<file path="src/rtl/ram_ctrl_pkg.sv">
// rtl/ram_ctrl_pkg.sv - shared types and constants for the RAM write/read controller
package ram_ctrl_pkg;

  typedef enum logic [1:0] {
    IDLE  = 2'd0,
    WRITE = 2'd1,
    READ  = 2'd2
  } state_e;

  localparam int          CNT_W       = 24;
  localparam logic [23:0] CNT_MAX_DEF = 24'd9_999_999;
  localparam int          SEED_W      = 8;

endpackage

</file>
<file path="src/rtl/dwell_cnt.sv">
// rtl/dwell_cnt.sv - dwell counter with enable, clear and terminal-count flag
module dwell_cnt
  import ram_ctrl_pkg::*;
#(
  parameter logic [CNT_W-1:0] CNT_MAX = CNT_MAX_DEF
) (
  input  logic clk,
  input  logic rst_n,
  input  logic en,
  input  logic clr,
  output logic tc
);

  logic [CNT_W-1:0] cnt_q, cnt_d;

  assign tc = (cnt_q == CNT_MAX);

  // Clear takes priority so a restart never inherits a partial dwell.
  always_comb begin
    cnt_d = cnt_q;
    if (clr) begin
      cnt_d = '0;
    end else if (en) begin
      cnt_d = tc ? '0 : cnt_q + 1'b1;
    end
  end

  always_ff @(posedge clk or negedge rst_n) begin
    if (!rst_n) begin
      cnt_q <= '0;
    end else begin
      cnt_q <= cnt_d;
    end
  end

endmodule

</file>
<file path="src/rtl/ram_wr_ctrl.sv">
// rtl/ram_wr_ctrl.sv - fills a single-port RAM with a seeded pattern, then reads it back slowly
module ram_wr_ctrl
  import ram_ctrl_pkg::*;
#(
  parameter logic [CNT_W-1:0] CNT_MAX = CNT_MAX_DEF,
  parameter int               ADDR_W  = 8,
  parameter int               DATA_W  = 8
) (
  input  logic              sys_clk,
  input  logic              sys_rst_n,
  input  logic              key1,
  input  logic              key2,
  output logic              wr_en,
  output logic              rd_en,
  output logic [ADDR_W-1:0] addr,
  output logic [DATA_W-1:0] wr_data,
  output logic              wr_done
);

  localparam logic [ADDR_W-1:0] ADDR_LAST = '1;

  state_e              state_q, state_d;
  logic [ADDR_W-1:0]   addr_q, addr_d;
  logic [SEED_W-1:0]   seed_q, seed_d;
  logic                paused_q, paused_d;
  logic                wr_done_q, wr_done_d;
  logic                key1_q, key2_q;
  logic                cnt_en, cnt_clr, cnt_tc;
  logic [DATA_W-1:0]   seed_rep, addr_ext;

  // Keys pass through one register so no key-to-output path exists.
  always_ff @(posedge sys_clk or negedge sys_rst_n) begin
    if (!sys_rst_n) begin
      key1_q <= 1'b0;
      key2_q <= 1'b0;
    end else begin
      key1_q <= key1;
      key2_q <= key2;
    end
  end

  assign cnt_en  = (state_q == READ) && !paused_q && !key1_q;
  assign cnt_clr = (state_q != READ) || key1_q;

  dwell_cnt #(.CNT_MAX(CNT_MAX)) u_dwell (
    .clk   (sys_clk),
    .rst_n (sys_rst_n),
    .en    (cnt_en),
    .clr   (cnt_clr),
    .tc    (cnt_tc)
  );

  always_comb begin
    state_d   = state_q;
    addr_d    = addr_q;
    seed_d    = seed_q;
    paused_d  = paused_q;
    wr_done_d = 1'b0;
    case (state_q)
      IDLE: begin
        if (key1_q) begin
          state_d = WRITE;
          addr_d  = '0;
        end
      end
      WRITE: begin
        if (addr_q == ADDR_LAST) begin
          state_d   = READ;
          addr_d    = '0;
          wr_done_d = 1'b1;
        end else begin
          addr_d = addr_q + 1'b1;
        end
      end
      READ: begin
        if (key1_q) begin
          state_d  = WRITE;
          addr_d   = '0;
          paused_d = 1'b0;
          seed_d   = seed_q + 1'b1;
        end else begin
          if (key2_q) paused_d = !paused_q;
          if (cnt_en && cnt_tc) addr_d = addr_q + 1'b1;
        end
      end
      default: state_d = IDLE;
    endcase
  end

  always_ff @(posedge sys_clk or negedge sys_rst_n) begin
    if (!sys_rst_n) begin
      state_q   <= IDLE;
      addr_q    <= '0;
      seed_q    <= '0;
      paused_q  <= 1'b0;
      wr_done_q <= 1'b0;
    end else begin
      state_q   <= state_d;
      addr_q    <= addr_d;
      seed_q    <= seed_d;
      paused_q  <= paused_d;
      wr_done_q <= wr_done_d;
    end
  end

  // The 8-bit seed is repeated across the data word, truncated when narrower.
  for (genvar i = 0; i < DATA_W; i++) begin : g_seed
    assign seed_rep[i] = seed_q[i % SEED_W];
  end

  assign addr_ext = DATA_W'(addr_q);

  assign wr_en   = (state_q == WRITE);
  assign rd_en   = (state_q == READ) && !paused_q;
  assign addr    = addr_q;
  assign wr_data = (state_q == WRITE) ? (addr_ext ^ seed_rep) : '0;
  assign wr_done = wr_done_q;

endmodule
</file>
<file path="config.mk">
export PLATFORM = sky130hd
export DESIGN_NAME = ram_wr_ctrl
export DESIGN_NICKNAME = d
export VERILOG_FILES = /design/src/rtl/ram_ctrl_pkg.sv /design/src/rtl/dwell_cnt.sv /design/src/rtl/ram_wr_ctrl.sv
export SDC_FILE = /design/constraint.sdc
export NUM_CORES = 1
export LEC_CHECK = 0
export CAP_MARGIN = 20
export CORE_ASPECT_RATIO = 0.75
export CORE_UTILIZATION = 45
export CTS_CLUSTER_DIAMETER = 120
export DETAILED_ROUTE_END_ITERATION = 8
export GPL_ROUTABILITY_DRIVEN = 0
export PLACE_DENSITY = 0.65
export SYNTH_ARGS = -nofsm -noshare
export SYNTH_HDL_FRONTEND = slang
export SYNTH_SLANG_ARGS = --single-unit
</file>
<file path="constraint.sdc">
create_clock -name sys_clk -period 2.3 [get_ports sys_clk]
set_input_delay 0.345 -clock sys_clk [delete_from_list [all_inputs] [get_ports sys_clk]]
set_output_delay 0.345 -clock sys_clk [all_outputs]
set_load 0.05 [all_outputs]
</file>
==> flow_summary.json <==
{
  "fin_util_pct": 58.8,
  "routed_wl_mm": 5.94,
  "hold_class": "in2async",
  "cts_buffers": 5,
  "yosysSeqAreaShare_pct": 43.3,
  "worst-endpoint-required_ns": 1.96,
  "clkTransAtPathRegs_ns": 0.09,
  "die-area_um2": 6230,
  "grt_util_met3_pct": 4.28,
  "htreeDepth": 2,
  "fp.dieH_um": 68.6,
  "ys_warn_count": 0,
  "ant_nets": 0,
  "die_width_um": 90.8,
  "design.core.area_um2": 5530,
  "grt_pass1_wl_mm": 9.98,
  "busiest_layer": "met1",
  "multi_input_area_um2": 1410,
  "timing.slew.headroom_pct": 47.4,
  "rows": 23,
  "via_per_inst": 5.58,
  "syn_nets": 295,
  "min_period_over_period_pct": 93.4,
  "fin_crit_ns": 2.15,
  "worst-path-stages": 5,
  "finalSetupTns_ns": 0,
  "num_antenna_cells": 0,
  "boundaryPins": 23,
  "switching_share_pct": 32.7,
  "antenna_found_initial": 0,
  "synth-edff-count": 0,
  "gr-total-overflow": 0,
  "crit_path_top_delay_cell": "dfrtp_1",
  "async_reset_ff_share_pct": 100,
  "grt_max_degree": 33,
  "vias": 2209,
  "clock-root-buffer": "clkbuf_8",
  "p_seq_share_pct": 48.2,
  "placed_cells": 388,
  "post_drt_wl_per_cell_um": 15.0,
  "use_met1_pct": 32.8,
  "clock_skew_ns": 0.00431,
  "cts_tree": "done",
  "seq_area_um2": 1150,
  "slew_violations": 0,
  "path_class": "reg2out",
  "power.switching_w": 0.000581,
  "crit_buf_inv": 3,
  "tightest_slew_ns": 0.781,
  "p_per_area_nw_per_um2": 547,
  "met2_usage_pct": 28.4,
  "post-dp-hpwl_mm": 4.44,
  "drive_above_1_share_pct": 15.6,
  "ys_types": 53,
  "worstSkewPairLatency_ns": 0.30,
  "outcome": "complete, no violations",
  "crit_arrival_ns": 1.80,
  "grt_pass1_vias": 1964,
  "drc_errors": 0,
  "hold_violations": 0,
  "slowest_delay_ns": 0.44,
  "vdd_drop_max_uv": 486,
  "startpoint_type": "register",
  "syn_area_per_cell_um2": 9.40,
  "cts_num_sinks": 46,
  "fmax_mhz": 465,
  "maxCapViolations": 0,
  "internal_power_w": 0.00120,
  "critical_path.endpoint_type": "primary output",
  "io_buffer_count": 22,
  "synth_cells": 283,
  "fillers": 494,
  "yosys_register_bits": 46,
  "worstRegToRegCells": 6,
  "syn_area_um2": 2660,
  "cts_buffer_depth": 2,
  "rsz0062_at_grt": "no",
  "finalSetupViolations": 0,
  "initial_core_util_pct": 48.1,
  "pwr-share-clk_pct": 28.3,
  "critical_path.top_delay_family": "buffers and inverters",
  "area_growth_pct": 22.2,
  "critPathMaxFanout": 9,
  "power.leakage_nw": 1.41,
  "fin_cells": 396,
  "crit_chain": "inv_1 -> ha_1 -> clkinvlp_4 -> nor2_1 -> buf_12",
  "drt-initial-drc-count": 154,
  "final_nets": 332,
  "drtPass1Iterations": 4,
  "combPwrFrac_pct": 23.5,
  "synthFlopType": "dfrtp_1",
  "grt_usage_pct": 20.9
}
==> area by class of cell <==
type	instances	area share [%]
clock inverters	3	0.654
multi-input cells	219	43.4
well taps	75	2.89
repair buffers	42	14.7
clock buffers	5	2.12
flip-flops and latches	46	35.4
inverters	6	0.808
==> routing by layer <==
layer	share of wire [%]	routed length [um]	vias to the layer above
li1	-	-	1104
met1	56	3320	1056
met2	39	2310	47
met3	4.7	278	2
met4	0.51	30	0
met5	0	0	-
==> power by group through the flow <==
stage / Clock, W / Sequential [W] / Combinational, W
after floorplan: 0 / 0.000900 / 0.000235
after global placement: 0 / 0.000873 / 0.000410
after detailed placement: 0 / 0.000874 / 0.000417
after CTS: 0.000520 / 0.000857 / 0.000414
after global routing: 0.000559 / 0.000861 / 0.000459
final: 0.000503 / 0.000857 / 0.000419
==> cells in the mapped netlist (3+ instances only) <==
library cell / count / area, um2
nor2_1: 35 / 131
nor2b_1: 5 / 31.3
nand3_1: 18 / 90.1
dfrtp_1: 46 / 1150
buf_6: 4 / 45.0
a211o_1: 5 / 43.8
clkbuf_1: 6 / 22.5
xor2_1: 5 / 43.8
a31oi_1: 12 / 75.1
nor3_1: 4 / 20.0
nand2_1: 24 / 90.1
inv_1: 5 / 18.8
a21oi_1: 13 / 65.1
a41oi_1: 3 / 26.3
nand2b_1: 4 / 25.0
ha_1: 8 / 100
and3_1: 4 / 25.0
a22o_1: 8 / 70.1
nand4_1: 5 / 31.3
xnor2_1: 14 / 123
o21ai_0: 14 / 70.1
==> path summary, 6_finish.rpt <==
path / endpoint / slack, ns / start
worst max register to register: u_dwell.cnt_q[19] / 0.16 / u_dwell.cnt_q[18]
min in group sys_clk: key1_q / 0.47 / key1
worst min register to register: seed_q[7] / 0.49 / seed_q[7]
worst min-delay path: u_dwell.cnt_q[22] / 0.02 / sys_rst_n
max in group asynchronous: u_dwell.cnt_q[12] / 1.76 / sys_rst_n
worst max-delay path: wr_data[2] / 0.15 / state_q[1]
==> registers in the layout (all words and copies together), names as in the netlist <==
register,count
u_dwell.cnt_q,24
addr,8
seed_q,8
state_q,2
key1_q,1
key2_q,1
paused_q,1
wr_done,1
==> layout by cell type (no fill, tap or decap), types with 3 or more instances in the layout <==
cell and instances:
a211o_1 5, ha_1 8, a21oi_1 13, nor2_1 35, and3_1 4, nand2_1 24
buf_4 18, a22o_1 8, a31oi_1 12, xor2_1 5, inv_1 5, dfrtp_1 46
clkdlybuf4s50_1 11, nor3_1 4, nand3_1 18, xnor2_1 14, nor2b_1 5, buf_12 11
nand4_1 5, clkbuf_8 5, nand2b_1 4, a41oi_1 3, o21ai_0 14
==> logic make-up after synthesis <==
logic type | Yosys count | synth area share, %
and+or+nand+nor | 119 | 23.8
muxes | 4 | 1.60
xor gates and xnor gates | 19 | 6.26
buffers and inverters | 18 | 3.72
AOI/OAI and AO/OA | 69 | 17.6
adders and majority gates | 8 | 3.76
DFF | 46 | 43.3
==> through the flow <==
stage	hold WS, ns	setup WS [ns]	area [um2]	power, W
after floorplan	0.0494	-0.105	2660	0.00113
after global placement	0.376	0.237	3160	0.00128
after detailed placement	0.376	0.173	3160	0.00129
after CTS	0.0398	0.105	3250	0.00179
after global routing	0.0470	0.00185	3250	0.00188
final	0.0234	0.151	3250	0.00178
==> what timing repair did <==
| action | 4_1_cts | 5_1_grt |
|---|---|---|
| hold buffers | 0 | 0 |
| setup buffers | 0 | 0 |
| endpoints found under the hold margin | 0 | 0 |
| resized for setup | 1 | 1 |
| endpoints found under the setup margin | 1 | 8 |
No activity file was read; power rests on OpenSTA's default activity.
